--- src/rtl/bar_renderer.sv ---
// Framebuffer write-side sequencer: on start, sweeps every pixel once and writes a
// bar-graph bitmap from a snapshot of the shadow height bank, one pixel per clock.
module bar_renderer #(
  parameter int SCREEN_WIDTH  = 640,
  parameter int SCREEN_HEIGHT = 480,
  parameter int ADDR_WIDTH    = $clog2(SCREEN_WIDTH*SCREEN_HEIGHT),
  parameter int NUM_BARS      = 16,
  parameter int BAR_GAP       = 4,
  parameter int HEIGHT_WIDTH  = $clog2(SCREEN_HEIGHT+1)
) (
  input  logic                        wrclk,
  input  logic                        reset,
  input  logic                        start,
  input  logic                        bin_wr_en,
  input  logic [$clog2(NUM_BARS)-1:0] bin_idx,
  input  logic [HEIGHT_WIDTH-1:0]     bin_height,
  output logic                        busy,
  output logic                        done,
  output logic                        fb_wr_en,
  output logic [ADDR_WIDTH-1:0]       fb_wr_addr,
  output logic                        fb_wr_data
);

  // state    | meaning
  // ST_IDLE  | waiting for start; outputs hold last pixel
  // ST_RENDER| one framebuffer write per cycle, raster order
  // ST_DONE  | single cycle with done=1 after the final write
  typedef enum logic [1:0] {ST_IDLE, ST_RENDER, ST_DONE} state_t;

  localparam int SLOT_W = SCREEN_WIDTH / NUM_BARS;
  localparam int X_W    = $clog2(SCREEN_WIDTH);
  localparam int Y_W    = $clog2(SCREEN_HEIGHT);
  localparam int C_W    = $clog2(SLOT_W);
  localparam int I_W    = $clog2(NUM_BARS);
  localparam int CMP_W  = HEIGHT_WIDTH + 1;

  localparam logic [X_W-1:0] X_LAST = X_W'(SCREEN_WIDTH - 1);
  localparam logic [Y_W-1:0] Y_LAST = Y_W'(SCREEN_HEIGHT - 1);
  localparam logic [C_W-1:0] C_LAST = C_W'(SLOT_W - 1);

  state_t                  r_state, w_state;
  logic [X_W-1:0]          r_x, w_x;
  logic [Y_W-1:0]          r_y, w_y;
  logic [C_W-1:0]          r_col, w_col;
  logic [I_W-1:0]          r_slot, w_slot;
  logic [ADDR_WIDTH-1:0]   r_addr, w_addr;
  logic                    r_busy, w_busy;
  logic                    r_done, w_done;
  logic                    r_wr_en, w_wr_en;
  logic                    r_data, w_data;
  logic                    w_ld_active;
  logic [HEIGHT_WIDTH-1:0] w_h;
  logic                    w_lit;
  logic [HEIGHT_WIDTH-1:0] w_clamped;
  logic                    w_idx_ok;
  logic [HEIGHT_WIDTH-1:0] r_shadow [NUM_BARS];
  logic [HEIGHT_WIDTH-1:0] r_active [NUM_BARS];

  assign w_clamped = (bin_height > HEIGHT_WIDTH'(SCREEN_HEIGHT)) ?
                     HEIGHT_WIDTH'(SCREEN_HEIGHT) : bin_height;
  assign w_idx_ok  = (32'(bin_idx) < 32'(NUM_BARS));

  always_comb begin
    w_state     = r_state;
    w_x         = r_x;
    w_y         = r_y;
    w_col       = r_col;
    w_slot      = r_slot;
    w_addr      = r_addr;
    w_busy      = r_busy;
    w_done      = 1'b0;
    w_wr_en     = 1'b0;
    w_data      = r_data;
    w_ld_active = 1'b0;
    unique case (r_state)
      ST_IDLE: begin
        if (start) begin
          w_state     = ST_RENDER;
          w_ld_active = 1'b1;
          w_busy      = 1'b1;
          w_wr_en     = 1'b1;
          w_x         = '0;
          w_y         = '0;
          w_col       = '0;
          w_slot      = '0;
          w_addr      = '0;
        end
      end
      ST_RENDER: begin
        if (r_x == X_LAST && r_y == Y_LAST) begin
          w_state = ST_DONE;
          w_busy  = 1'b0;
          w_done  = 1'b1;
        end else begin
          w_wr_en = 1'b1;
          w_addr  = r_addr + 1'b1;
          if (r_x == X_LAST) begin
            w_x    = '0;
            w_col  = '0;
            w_slot = '0;
            w_y    = r_y + 1'b1;
          end else begin
            w_x = r_x + 1'b1;
            if (r_col == C_LAST) begin
              w_col  = '0;
              w_slot = r_slot + 1'b1;
            end else begin
              w_col = r_col + 1'b1;
            end
          end
        end
      end
      ST_DONE: w_state = ST_IDLE;
      default: w_state = ST_IDLE;
    endcase
    // First pixel is computed while the snapshot is still being taken
    w_h   = w_ld_active ? r_shadow[0] : r_active[w_slot];
    w_lit = ({1'b0, w_col} < (C_W+1)'(SLOT_W - BAR_GAP)) &&
            ((CMP_W'(w_y) + CMP_W'(w_h)) >= CMP_W'(SCREEN_HEIGHT));
    if (w_wr_en) w_data = w_lit;
  end

  always_ff @(posedge wrclk) begin
    if (reset) begin
      r_state <= ST_IDLE;
      r_x     <= '0;
      r_y     <= '0;
      r_col   <= '0;
      r_slot  <= '0;
      r_addr  <= '0;
      r_busy  <= 1'b0;
      r_done  <= 1'b0;
      r_wr_en <= 1'b0;
      r_data  <= 1'b0;
      for (int i = 0; i < NUM_BARS; i++) begin
        r_shadow[i] <= '0;
        r_active[i] <= '0;
      end
    end else begin
      r_state <= w_state;
      r_x     <= w_x;
      r_y     <= w_y;
      r_col   <= w_col;
      r_slot  <= w_slot;
      r_addr  <= w_addr;
      r_busy  <= w_busy;
      r_done  <= w_done;
      r_wr_en <= w_wr_en;
      r_data  <= w_data;
      if (w_ld_active) r_active <= r_shadow;
      if (bin_wr_en && w_idx_ok) r_shadow[bin_idx] <= w_clamped;
    end
  end

  assign busy       = r_busy;
  assign done       = r_done;
  assign fb_wr_en   = r_wr_en;
  assign fb_wr_addr = r_addr;
  assign fb_wr_data = r_data;

endmodule

--- config.mk ---
export PLATFORM = sky130hd
export DESIGN_NAME = bar_renderer
export DESIGN_NICKNAME = d
export VERILOG_FILES = /design/src/rtl/bar_renderer.sv
export SDC_FILE = /design/constraint.sdc
export NUM_CORES = 1
export LEC_CHECK = 0
export CORE_ASPECT_RATIO = 0.75
export CORE_MARGIN = 2
export CORE_UTILIZATION = 40
export DETAILED_ROUTE_END_ITERATION = 10
export SLEW_MARGIN = 20
export SYNTH_ARGS = -nofsm -noshare
export SYNTH_HDL_FRONTEND = slang
export SYNTH_SLANG_ARGS = --single-unit
--- constraint.sdc ---
create_clock -name wrclk -period 12.45 [get_ports wrclk]
set_input_delay 2.49 -clock wrclk [delete_from_list [all_inputs] [get_ports wrclk]]
set_output_delay 2.49 -clock wrclk [all_outputs]
set_load 0.005 [all_outputs]
==> flow_metrics.py <==
metrics = {
    "run_status": {
        "status": "completed",
    },
    "sta": {
        "rsz0062_at_grt": "false",
        "holdWs_ns": 0.438,
        "hold_violations": 0,
        "tightest_slew_ns": 1.04,
        "fin_crit_ns": 7.09,
        "tns_ns": 0,
        "fin_crit_sh_pct": 57.0,
        "finClkSkew_ns": 0.0178,
        "slew_violations": 0,
        "setup_viol": 0,
        "max-slew-margin-rel_pct": 30.8,
        "fmax_ghz": 0.141,
    },
    "cells_and_area": {
        "fin_cells": 2157,
        "layout.nets": 1700,
        "antenna_cells": 0,
        "drive_gt1_share_pct": 5.79,
        "postLayoutCoreUtil_pct": 45.3,
        "area_growth_pct": 12.2,
    },
    "worst_setup_path": {
        "crit_buf_inv": 3,
        "rr_worst_depth": 19,
        "start_kind": "input pin",
        "path_max_fanout": 48,
        "timing_worst_setup_path_type": "in2reg",
        "path_delay_family": "compound AO/OA/AOI/OAI gates",
        "cp.required_ns": 12.86,
        "path_cells": "clkdlybuf4s50_1 > nor2_1 > nor2_1 > o31ai_4 > a221oi_4 > buf_4 > nand2_1 > o22ai_1 > a211oi_1 > a311oi_1 > ha_1 > inv_1 > fa_1 > nor2b_1 > o211ai_1 > nand3b_1 > xor2_1 > a31o_2 > a21o_1 > a311oi_1 > o21ai_0",
        "crit_end": "fb_wr_data$_SDFFE_PP0P_",
        "crit_path_end_kind": "register",
        "crit_path_top_delay_cell": "buf_4",
        "crit_start": "start",
        "crit_arrival_ns": 7.50,
        "reg2reg_slack_ns": 6.80,
        "cp.depth": 21,
        "max_stage_delay_ns": 0.62,
        "rr_endpoint": "fb_wr_data$_SDFFE_PP0P_",
        "rr_startpoint": "r_y[0]$_SDFF_PP0_",
    },
    "cts": {
        "cts_root_buf": "clkbuf_16",
        "clock-sinks": 342,
        "cts_tree": "yes",
        "cts_resized": 0,
        "cts-buffers-inserted": 35,
        "cts_hold_buffers": 0,
        "clk_latency_ns": 0.53,
        "htree_levels": 2,
        "postCtsSetupRepairBufs": 0,
        "path_clk_slew_ns": 0.06,
        "cts_buffer_depth": 3,
    },
    "routing": {
        "drc": 0,
        "drtIter0Drc": 1068,
        "ant_nets": 0,
        "wire_per_inst_um": 17.3,
        "drt_wl_total_um": 37400,
        "drt-vias-per-instance": 5.32,
        "drt_first_pass_iters": 7,
        "vias": 11500,
    },
    "power_and_ir_drop": {
        "clkPwrFrac_pct": 45.9,
        "peakVddDrop_uv": 110,
        "p_total_w": 0.00226,
        "p_seq_share_pct": 49.2,
        "switching_power_w": 0.000522,
        "power_density_mw_per_mm2": 139,
        "combPwrFrac_pct": 4.9,
        "p_int_w": 0.00173,
        "switching_share_pct": 23.2,
        "power.leakage_nw": 5.87,
    },
    "floorplanning": {
        "io_pins": 40,
        "core_mm2": 0.0357,
        "fp.dieH_um": 168,
        "dieWidth_um": 223,
        "start_util_pct": 40.4,
        "num_rows": 60,
        "die-area_mm2": 0.0376,
    },
    "synthesis": {
        "synth_compound_area_share_pct": 11.7,
        "syn_nets": 1721,
        "synth_cells": 1689,
        "synth_top_cell_area_share_pct": 47.5,
        "synth_adder_area_share_pct": 1.35,
        "syn-cell-area_mm2": 0.0144,
        "synth_area_per_cell_um2": 8.54,
        "synthMuxAreaShare_pct": 14.4,
        "synth_area_leader_cell": "dfxtp_1",
        "yosysSeqAreaShare_pct": 47.5,
        "synth-simple-area-share_pct": 19.9,
        "synth_top_family_by_area": "simple AND/OR/NAND/NOR gates",
        "async_flop_share_pct": 0,
        "synth_cell_types": 64,
        "synth_area_leaders": "dfxtp_1 47%, mux2i_1 13%, nand2_1 8.7%",
        "yosys_warnings": 0,
        "ys_ff_latch": 342,
        "synth_xor_area_share_pct": 1.46,
        "synth-edff-count": 0,
        "yosys_most_used_dff": "dfxtp_1",
    },
    "global_routing": {
        "grt_pass1_vias": 10600,
        "overflow": 0,
        "grt_use_total_pct": 19.6,
        "grt_pass1_wl_um": 59200,
        "grt_start_max_net_pins": 129,
        "antenna_found_initial": 0,
    },
    "worst_hold_path": {
        "min_from": "r_shadow[2]$_SDFFE_PP0P_",
        "hold_class": "reg2reg",
        "worstHoldPathCells": 2,
    },
    "run": {
        "max-cap-violations": 0,
    },
    "place": {
        "dp.cells": 2096,
        "port_buffers": 39,
        "hpwlAfterDp_um": 23700,
        "gp_congestion": 0.862,
    },
}
-- synth_stat cells (all sizes together), types with 2 or more instances --
cell type and number:
nor4 4, ha 14, a21oi 193, a22oi 2, nor4b 2, a311oi 5, and2 9, xnor2 7
dfxtp 342, nand4 14, o22a 3, clkbuf 93, o21ai 20, buf 25, nor3b 3, a211o 5
a32oi 2, o31a 2, mux2 15, nor2b 12, a211oi 14, o22ai 6, nand3b 8, xor2 17
nand2b 5, o211ai 10, a21o 3, nand3 19, nor3 7, a31oi 7, or3 11, o21bai 3
o31ai 5, or2 2, nand2 336, and3 7, mux2i 190, inv 8, nor2 243
-- metal layers --
metal / GRT usage (%) / wire length [um] / vias to the layer above
met5: 0 / 0 / -
met4: 3.97 / 577 / 0
met3: 3.28 / 1960 / 49
met2: 28.8 / 15400 / 239
met1: 30.1 / 19400 / 5514
li1: - / - / 5678
-- power by group through the flow --
stage	logic (W)	clock network, W	registers, W
2_1_floorplan	0.0000737	0	0.00113
3_3_place_gp	0.000110	0	0.00113
3_5_place_dp	0.000111	0	0.00113
4_1_cts	0.000111	0.00106	0.00111
5_1_grt	0.000120	0.00110	0.00111
6_report	0.000110	0.00103	0.00111
-- tightest hold or removal path, delay by kind of cell, from the launching register on --
| kind | cells | cell delay [ns] |
|---|---|---|
| flops | 1 | 0.31 |
| compound gates | 1 | 0.05 |
| simple gates | 1 | 0.05 |
-- placed cells by master (no fill, tap or decap), drive strengths merged, types with 8 or more instances in the layout --
| master | count |
|---|---|
| a211oi | 14 |
| nor2 | 243 |
| xor2 | 17 |
| and2 | 9 |
| nand2 | 336 |
| dfxtp | 342 |
| clkbuf | 55 |
| or3 | 11 |
| o21ai | 20 |
| inv | 9 |
| nand4 | 14 |
| ha | 14 |
| mux2 | 15 |
| nand3 | 19 |
| clkdlybuf4s50 | 38 |
| a21oi | 193 |
| mux2i | 190 |
| nand3b | 8 |
| o211ai | 10 |
| nor2b | 12 |
| buf | 22 |
-- registers in the layout (all words and copies together), names as in the netlist --
register    flops
fb_wr_en        1
r_y             9
fb_wr_data      1
r_active      144
r_shadow      144
r_state         2
r_col           6
fb_wr_addr     19
busy            1
r_slot          4
done            1
r_x            10
-- through the flow --
step | setup WS [ns] | cell area (um2)
floorplan | 6.52 | 14400
global placement | 5.01 | 15100
detailed placement | 4.84 | 15100
CTS | 5.40 | 16200
global route | 4.99 | 16200
finish | 5.36 | 16200
-- logic make-up after synthesis --
logic type	after synthesis
AOI/OAI and AO/OA	289
buffers and inverters	126
adders and majority gates	15
DFF	342
and+or+nand+nor	688
muxes	205
xor gates and xnor gates	24
-- how the worst min path moves through the flow --
stage | slack (ns) | end
5_1_grt | 0.45 | r_active[2]$_SDFFE_PP0P_
6_report | 0.44 | r_active[2]$_SDFFE_PP0P_
4_1_cts | 0.44 | r_active[2]$_SDFFE_PP0P_
3_5_place_dp | 0.44 | r_active[17]$_SDFFE_PP0P_
2_1_floorplan | 0.43 | r_active[0]$_SDFFE_PP0P_
3_3_place_gp | 0.44 | r_active[31]$_SDFFE_PP0P_
-- cell type report --
cell class	count	area, um2
Clock buffer	55	1050
Clock inverter	6	68.8
Fill cell	3534	19500
Inverter	8	30.0
Multi-Input combinational cell	1221	7060
Sequential cell	342	6850
Tap cell	465	582
Timing Repair Buffer	60	553
Power figures use the tool's default switching activity.
